$ cat src/rtl/npu_dispatch.sv
// NPU dispatcher: queues decoded NPU instructions, issues them to the NPU
// over a valid/ready channel, tracks outstanding requests in order and
// returns results to the register-file writeback port.
module npu_dispatch #(
  parameter int CMD_DEPTH       = 4,
  parameter int MAX_OUTSTANDING = 4,
  parameter int XLEN            = 64
) (
  input  logic            i_clk,
  input  logic            i_rst_n,
  input  logic            i_issue_valid,
  input  logic            i_is_npu_matrix_mul,
  input  logic            i_is_npu_conv,
  input  logic [XLEN-1:0] i_rs1_data,
  input  logic [XLEN-1:0] i_rs2_data,
  input  logic [4:0]      i_rd_addr,
  output logic            o_stall,
  output logic            o_npu_req_valid,
  input  logic            i_npu_req_ready,
  output logic            o_npu_req_op,
  output logic [XLEN-1:0] o_npu_req_a,
  output logic [XLEN-1:0] o_npu_req_b,
  input  logic            i_npu_rsp_valid,
  input  logic [XLEN-1:0] i_npu_rsp_data,
  output logic            o_npu_rsp_ready,
  output logic            o_wb_valid,
  output logic [4:0]      o_wb_rd,
  output logic [XLEN-1:0] o_wb_data,
  output logic            o_busy,
  output logic            o_err_spurious
);

  localparam int PW = (CMD_DEPTH > 1) ? $clog2(CMD_DEPTH) : 1;
  localparam int CW = $clog2(CMD_DEPTH + 1);
  localparam int TW = (MAX_OUTSTANDING > 1) ? $clog2(MAX_OUTSTANDING) : 1;
  localparam int OW = $clog2(MAX_OUTSTANDING + 1);

  // Command FIFO storage and bookkeeping
  logic            r_cmd_op [CMD_DEPTH];
  logic [XLEN-1:0] r_cmd_a  [CMD_DEPTH];
  logic [XLEN-1:0] r_cmd_b  [CMD_DEPTH];
  logic [4:0]      r_cmd_rd [CMD_DEPTH];
  logic [PW-1:0]   r_cmd_wptr;
  logic [PW-1:0]   r_cmd_rptr;
  logic [CW-1:0]   r_cmd_count;

  // In-order tag queue of destination registers for outstanding requests
  logic [4:0]      r_tag [MAX_OUTSTANDING];
  logic [TW-1:0]   r_tag_wptr;
  logic [TW-1:0]   r_tag_rptr;
  logic [OW-1:0]   r_outstanding;

  // Response side and writeback registers
  logic            r_rsp_ready;
  logic            r_wb_valid;
  logic [4:0]      r_wb_rd;
  logic [XLEN-1:0] r_wb_data;
  logic            r_err_spurious;

  logic w_npu_instr;
  logic w_cmd_full;
  logic w_cmd_empty;
  logic w_push;
  logic w_issue;
  logic w_rsp_fire;
  logic w_rsp_accept;
  logic w_rsp_spurious;
  logic w_push_op;

  assign w_npu_instr    = i_issue_valid & (i_is_npu_matrix_mul | i_is_npu_conv);
  assign w_cmd_full     = (r_cmd_count == CW'(CMD_DEPTH));
  assign w_cmd_empty    = (r_cmd_count == '0);
  assign w_push         = w_npu_instr & ~w_cmd_full;
  // Matrix multiply takes priority when the decoder raises both flags
  assign w_push_op      = ~i_is_npu_matrix_mul;
  assign w_issue        = o_npu_req_valid & i_npu_req_ready;
  assign w_rsp_fire     = i_npu_rsp_valid & r_rsp_ready;
  assign w_rsp_accept   = w_rsp_fire & (r_outstanding != '0);
  assign w_rsp_spurious = w_rsp_fire & (r_outstanding == '0);

  assign o_stall         = w_npu_instr & w_cmd_full;
  assign o_npu_req_valid = ~w_cmd_empty & (r_outstanding < OW'(MAX_OUTSTANDING));
  assign o_npu_req_op    = r_cmd_op[r_cmd_rptr];
  assign o_npu_req_a     = r_cmd_a[r_cmd_rptr];
  assign o_npu_req_b     = r_cmd_b[r_cmd_rptr];
  assign o_npu_rsp_ready = r_rsp_ready;
  assign o_wb_valid      = r_wb_valid;
  assign o_wb_rd         = r_wb_rd;
  assign o_wb_data       = r_wb_data;
  assign o_busy          = ~w_cmd_empty | (r_outstanding != '0);
  assign o_err_spurious  = r_err_spurious;

  // Write an accepted instruction into the FIFO slot at the write pointer
  always_ff @(posedge i_clk or negedge i_rst_n) begin
    if (!i_rst_n) begin
      for (int i = 0; i < CMD_DEPTH; i++) begin
        r_cmd_op[i] <= 1'b0;
        r_cmd_a[i]  <= '0;
        r_cmd_b[i]  <= '0;
        r_cmd_rd[i] <= '0;
      end
    end else if (w_push) begin
      r_cmd_op[r_cmd_wptr] <= w_push_op;
      r_cmd_a[r_cmd_wptr]  <= i_rs1_data;
      r_cmd_b[r_cmd_wptr]  <= i_rs2_data;
      r_cmd_rd[r_cmd_wptr] <= i_rd_addr;
    end
  end

  // FIFO pointers and occupancy; a push and pop together keep the count
  always_ff @(posedge i_clk or negedge i_rst_n) begin
    if (!i_rst_n) begin
      r_cmd_wptr  <= '0;
      r_cmd_rptr  <= '0;
      r_cmd_count <= '0;
    end else begin
      if (w_push) begin
        r_cmd_wptr <= r_cmd_wptr + 1'b1;
      end
      if (w_issue) begin
        r_cmd_rptr <= r_cmd_rptr + 1'b1;
      end
      case ({w_push, w_issue})
        2'b10:   r_cmd_count <= r_cmd_count + 1'b1;
        2'b01:   r_cmd_count <= r_cmd_count - 1'b1;
        default: r_cmd_count <= r_cmd_count;
      endcase
    end
  end

  // Tag queue push on issue, pop on accepted response, outstanding count
  always_ff @(posedge i_clk or negedge i_rst_n) begin
    if (!i_rst_n) begin
      for (int i = 0; i < MAX_OUTSTANDING; i++) begin
        r_tag[i] <= '0;
      end
      r_tag_wptr    <= '0;
      r_tag_rptr    <= '0;
      r_outstanding <= '0;
    end else begin
      if (w_issue) begin
        r_tag[r_tag_wptr] <= r_cmd_rd[r_cmd_rptr];
        r_tag_wptr <= (r_tag_wptr == TW'(MAX_OUTSTANDING - 1)) ? '0 : r_tag_wptr + 1'b1;
      end
      if (w_rsp_accept) begin
        r_tag_rptr <= (r_tag_rptr == TW'(MAX_OUTSTANDING - 1)) ? '0 : r_tag_rptr + 1'b1;
      end
      case ({w_issue, w_rsp_accept})
        2'b10:   r_outstanding <= r_outstanding + 1'b1;
        2'b01:   r_outstanding <= r_outstanding - 1'b1;
        default: r_outstanding <= r_outstanding;
      endcase
    end
  end

  // Registered writeback strobe, sticky spurious flag and response ready
  always_ff @(posedge i_clk or negedge i_rst_n) begin
    if (!i_rst_n) begin
      r_rsp_ready    <= 1'b0;
      r_wb_valid     <= 1'b0;
      r_wb_rd        <= '0;
      r_wb_data      <= '0;
      r_err_spurious <= 1'b0;
    end else begin
      r_rsp_ready <= 1'b1;
      r_wb_valid  <= w_rsp_accept;
      if (w_rsp_accept) begin
        r_wb_rd   <= r_tag[r_tag_rptr];
        r_wb_data <= i_npu_rsp_data;
      end
      if (w_rsp_spurious) begin
        r_err_spurious <= 1'b1;
      end
    end
  end

endmodule

$ cat config.mk
export PLATFORM = sky130hd
export DESIGN_NAME = npu_dispatch
export DESIGN_NICKNAME = d
export VERILOG_FILES = /design/src/rtl/npu_dispatch.sv
export SDC_FILE = /design/constraint.sdc
export NUM_CORES = 1
export LEC_CHECK = 0
export ABC_AREA = 1
export CAP_MARGIN = 10
export CORE_ASPECT_RATIO = 1.75
export CORE_MARGIN = 10
export CORE_UTILIZATION = 40
export CTS_CLUSTER_SIZE = 24
export DETAILED_ROUTE_END_ITERATION = 10
export PLACE_DENSITY = 0.72
export SYNTH_ARGS = -nofsm -noshare
export SYNTH_HDL_FRONTEND = slang
export SYNTH_SLANG_ARGS = --single-unit
$ cat constraint.sdc
create_clock -name i_clk -period 2.3 [get_ports i_clk]
set_input_delay 0.345 -clock i_clk [delete_from_list [all_inputs] [get_ports i_clk]]
set_output_delay 0.345 -clock i_clk [all_outputs]
set_load 0.1 [all_outputs]
Word-level counts from Yosys, hierarchy flattened
Index checks and enable logic that the tools add are counted.
{"block": "totals", "memories": 0, "out_inout_bits": 204, "ram_bits": 0, "register_bits": 642, "inputBits": 204, "rom_bits": 0, "elab_cells": 109, "latch_bits": 0}
{"block": "classes", "muxes": 32, "reduce_logical": 7, "n_addsub": 8, "bitwise_logic": 17, "shifts": 0, "n_mul": 0, "div_mod_pow": 0, "n_eq_ne": 7, "magnitude_cmp": 7}
{"operator": "bitwise mux 256 bit", "count": 2}
{"operator": "two-way mux 64 bit", "count": 5}
{"operator": "binary-select mux 64 bit (select 2 bit)", "count": 2}
{"operator": "demux 64 bit (select 2 bit)", "count": 1}
{"operator": "bitwise mux 20 bit", "count": 2}
{"operator": "two-way mux 5 bit", "count": 6}
{"operator": "binary-select mux 5 bit (select 2 bit)", "count": 2}
{"operator": "demux 5 bit (select 2 bit)", "count": 2}
{"operator": "greater-or-equal comparator 3 bit, second input constant", "count": 4}
{"operator": "NOT 2 -> 3 bit", "count": 4}
{"operator": "case mux 3 bit (2 select lines)", "count": 2}
{"operator": "adder 2 x 1 -> 2 bit, second input constant", "count": 4}
{"operator": "bitwise AND 1 bit", "count": 8}
{"operator": "== test 2 bit, second input constant", "count": 4}
{"operator": "adder 3 x 1 -> 3 bit, second input constant", "count": 2}
{"operator": "logical NOT 3 bit", "count": 2}
{"operator": "< comparator 3 x 1 -> 1 bit, second input constant", "count": 2}
{"operator": "subtractor 3 x 1 -> 3 bit, second input constant", "count": 2}
{"operator": "bitwise mux 4 bit", "count": 1}
{"operator": "== test 2 x 1 -> 1 bit, second input constant", "count": 2}
{"operator": "two-way mux 2 bit", "count": 2}
{"operator": "nonzero test 2 bit", "count": 2}
{"operator": "== test 3 bit, second input constant", "count": 1}
{"operator": "< comparator 3 bit, second input constant", "count": 1}
{"operator": "7 further kinds", "count": 13}

Depth between registers and ports, before layout
{"block": "logic_depth", "depth_word": 6, "ltp_mapped": 11, "ltp_nobuf": 10}

Worst setup path before layout
No wires, ideal clock.
{"block": "synth_timing", "path_type": "reg-to-output", "start": "register r_cmd_rptr[0]", "end": "output port o_npu_req_b[53]", "arrival_time_ps": 2572, "path_slack_ps": -617, "stages_incl_launch_ff": 7, "required_ps": 1955, "path_buffers": 3, "path_cell_list": "dfrtp_1 > buf_4 > inv_2 > buf_2 > clkbuf_1 > o21ai_0 > o22ai_1"}
{"block": "synth_via", "elab_chain_len": 4}
{"element": "start, declared", "line": "44", "source": "logic [PW-1:0] r_cmd_rptr;"}
{"element": "start signal, assigned", "line": "121", "source": "r_cmd_rptr <= r_cmd_rptr + 1'b1;"}
{"element": "NOT 2 -> 3 bit (implied by the code)", "line": "85", "source": "assign o_npu_req_b = r_cmd_b[r_cmd_rptr];"}
{"element": "binary-select mux 64 bit (select 2 bit)", "line": "85"}
{"element": "two-way mux 64 bit (implied by the code) (2 in a row)", "line": "85"}
{"element": "end, declared", "line": "22", "source": "output logic [XLEN-1:0] o_npu_req_b,"}
No other way between the ends. The select of a mux whose other input is x is not followed.

Final worst setup path
{"block": "layout_timing", "start": "register r_cmd_rptr[0]", "end": "output port o_npu_req_b[4]"}
Same word-level chain as after synthesis.

==> results.md <==
* Setup repair after global routing missed its margin: yes
* Final Max Slew Viols at 0
* Met2 usage in global routing at 0.428
* Clock root buffer: sky130_fd_sc_hd__clkbuf_16
* Final setup violation count at 129
* Chip Width at roughly 230 µm
* Htree depth at 2
* Critical Path Sink: o_npu_req_b[4]
* Number of enable-type register cells in the synthesized netlist at 0
* Yosys cell types at 28
* Worst Setup Path Type: register to primary output
* Post-route setup slack at -0.313 ns
* Number of antenna violations at the first check in global routing at 15
* Initial core utilization at 0.402
* GRT Max-Usage Layer: met2
* Ratio of cells with drive above 1 in the final layout at 0.201
* Clock-pin slew on the worst setup and hold paths at approximately 0.070 ns
* Detailed-route vias per instance at 5.90
* Wire length per cell at between 20 and 25 µm
* 1st-pass router iterations at 5
* Via count at about 30,000
* Total routed wirelength at 118,000 µm
* Number of buffers inserted by port buffering at between 400 and 500
* Outcome: finished with violations
* Post-synthesis register bit count at 642
* Die height at approximately 380 µm
* Number of top-level design ports at roughly 400
* Largest net degree at the start of global routing at about 180
* Hold/Removal Path Class: primary input to asynchronous set/reset pin
* Clock tree skew after final layout at about 0.03 ns
* Register-to-register setup slack at 0.11 ns
* Placement Cell Area at around 0.037 mm²
* Clock latency of the later-clocked register in the worst-skew pair at between 0.6 and 0.7 ns
* Synth Flop Type: sky130_fd_sc_hd__dfrtp_1
* Worst slew pin tran at 1.02 ns
* Global routing met1 resource utilization at 0.302
* Std-Cell Core Area at around 0.075 mm²
* Proportion of netlist area held by the largest area contributor at 0.533
* Total nets after synthesis at about 3,900
* Die footprint at 0.0872 mm²
* Part of the Yosys area used for sequential elements at 0.533
* DR iter-0 viols at around 3,400
* Relative max-transition margin at 0.322
* Clock sinks at about 640
* Mapped Area at ~0.030 mm²
* Final Wtd Congestion at between 0.8 and 0.9
* Sum of overflow across all layers after global routing at 0
* Number of global-route vias before repair at 28,906
* Count of max-cap constraint violations at 0
* Crit path launch: r_cmd_rptr[0]
* Share of flip-flops with an asynchronous set or reset after synthesis at 1.00
* Worst Reg-to-Reg Cells at 10
* Post-placement worst setup slack at -0.179 ns
* Endpoint of the worst-slack reg-to-reg timing path: r_cmd_count[2]
* GRT met3 Usage at 0.0537
* WHS at between 0.15 and 0.2 ns
* Detail Route Antenna Nets at 0
* Final-report hold violation count at 0
* Highest clock rate at ~380 MHz
* Detailed-placement wirelength estimate at about 63,000 µm
* Nets@finish at ~4,200
* Critical Path Source Type: register
* Number of warnings issued by yosys at 0
* Crit Path Max Fanout at 9
* Post-route minimum period at about 2.6 ns
* Post-route DRC at 0
* Setup crit end kind: primary output
* Longest Clk Path Bufs at 3
* Area growth from synthesis to layout at 41.2%
* Gate count after technology mapping at 3,692
* Final period util at 1.14
* First-pass GRT wire length at 174,000 µm
* Startpoint of the worst-slack reg-to-reg timing path: r_cmd_count[0]
* Violations in the final reports: negative setup slack
* Number of buffers created by CTS at 60
* Cell row count at 133
* Mean Syn Cell Area at between 8 and 9 µm²
* Crit path DAT at ~2.3 ns
* Dominant cell type by area after synthesis: sky130_fd_sc_hd__dfrtp_1
* GRT Util Overall at 0.255
* CTS tree: done
* Worst path required time at slightly below 2 ns
* Ranking of synthesized cells by area: sky130_fd_sc_hd__dfrtp_1 (53%), sky130_fd_sc_hd__nand2_1 (17%), sky130_fd_sc_hd__nand4_1 (11%)
* Cell area after layout at 0.0426 mm²
[how the worst min path moves through the flow]
| stage | startpoint | endpoint | slack [ns] | depth (start not counted) |
|---|---|---|---|---|
| 2_1_floorplan | i_rst_n | o_err_spurious | 0.05 | 0 |
| 3_3_place_gp | i_rst_n | o_wb_data[42] | 0.26 | 1 |
| 3_5_place_dp | i_rst_n | o_wb_data[42] | 0.25 | 1 |
| 4_1_cts | i_rst_n | o_wb_data[3] | 0.17 | 2 |
| 5_1_grt | i_rst_n | o_wb_data[3] | 0.19 | 2 |
| 6_report | i_rst_n | o_wb_data[42] | 0.20 | 2 |
[per-stage QoR]
| step | utilization | setup TNS (ns) | instances |
|---|---|---|---|
| CTS | 0.551 | -33.99 | 4991 |
| global route | 0.568 | -37.63 | 5025 |
| detailed placement | 0.500 | -0.181 | 4819 |
| finish | 0.568 | -29.54 | 5027 |
| floorplan | - | 0 | 3692 |
| global placement | 0.500 | -0.235 | 4819 |
[registers in the layout (all words and copies together) (netlist names), 2 cells and up]
register,flops
o_wb_data,64
r_cmd_b,256
r_tag,20
o_wb_rd,5
r_tag_rptr,2
r_cmd_op,4
r_cmd_wptr,2
r_tag_wptr,2
r_cmd_rd,20
r_cmd_rptr,2
r_cmd_count,3
r_outstanding,3
r_cmd_a,256
[synth_stat cells (2+ instances only)]
library cell,count
sky130_fd_sc_hd__a21oi_1,2
sky130_fd_sc_hd__buf_1,46
sky130_fd_sc_hd__buf_2,172
sky130_fd_sc_hd__buf_4,37
sky130_fd_sc_hd__buf_6,5
sky130_fd_sc_hd__clkbuf_1,82
sky130_fd_sc_hd__dfrtp_1,642
sky130_fd_sc_hd__fa_1,2
sky130_fd_sc_hd__ha_1,11
sky130_fd_sc_hd__inv_1,32
sky130_fd_sc_hd__inv_2,2
sky130_fd_sc_hd__nand2_1,1401
sky130_fd_sc_hd__nand3_1,4
sky130_fd_sc_hd__nand3_2,3
sky130_fd_sc_hd__nand4_1,540
sky130_fd_sc_hd__nor2_1,294
sky130_fd_sc_hd__o21ai_0,269
sky130_fd_sc_hd__o21ai_1,3
sky130_fd_sc_hd__o21ai_2,3
sky130_fd_sc_hd__o22ai_1,129
sky130_fd_sc_hd__xnor2_1,3
sky130_fd_sc_hd__xor2_1,4
[kinds of logic after synthesis]
kind of cell | after synthesis | synth area share
other | 1 | 0.000124
and+or+nand+nor | 2244 | 0.325
adders and majority gates | 13 | 0.00590
DFF | 642 | 0.533
buffers and inverters | 377 | 0.0599
xor gates and xnor gates | 7 | 0.00203
AOI/OAI and AO/OA | 408 | 0.0736
[critical path, stage by stage, from the launching register on]
cell	delay, ns
sky130_fd_sc_hd__dfrtp_4	0.50
sky130_fd_sc_hd__buf_12	0.18
sky130_fd_sc_hd__clkinv_16	0.12
sky130_fd_sc_hd__buf_4	0.17
sky130_fd_sc_hd__nor2_1	0.06
sky130_fd_sc_hd__o22ai_2	0.36
sky130_fd_sc_hd__buf_12	0.23
[placed cells by master (no fill, tap or decap), drive strengths merged]
master         netlist  routed
ha                  11      11
a21oi                2       2
clkinv               1      14
conb                 1       1
inv                 34      38
clkdlybuf4s50        0     202
clkbuf              82      93
dlygate4sd3          0       1
diode                0      12
o22ai              129     129
o21ai              275     275
xnor2                3       3
bufbuf               0       2
clkinvlp             0       7
nor2               294     294
buf                260     390
dfrtp              642     642
xor2                 4       4
nand2             1402    1402
bufinv               0       8
o21a                 1       1
or2                  1       1
o21bai               1       1
nand4              540     540
nand3                7       7
fa                   2       2
[repair_timing]
| action | in CTS | in global routing |
|---|---|---|
| hold buffers | 1 | 0 |
| setup endpoints to repair | 132 | 134 |
| pin swaps | 49 | 74 |
| hold endpoints to repair | 289 | 0 |
| gates cloned | 37 | 14 |
| setup buffers | 25 | 10 |
| resized for setup | 246 | 269 |
[layout make-up]
class | count | area, µm²
Antenna cell | 12 | 30.0
Clock buffer | 80 | 1700
Clock inverter | 30 | 400
Fill cell | 6313 | 32300
Inverter | 35 | 170
Multi-Input combinational cell | 2673 | 14300
Sequential cell | 642 | 16100
Tap cell | 945 | 1180
Timing Repair Buffer | 608 | 8720
Timing Repair inverter | 2 | 38.8
[routing by layer]
layer | vias to the layer above | wire length (µm)
li1 | 13182 | -
met1 | 14533 | 43600
met2 | 1624 | 57700
met3 | 323 | 10700
met4 | 10 | 6040
met5 | - | 75
Power is left out: the tool's default activity adds up to more than one toggle a clock period on the data nets, which glitch-free logic cannot reach.
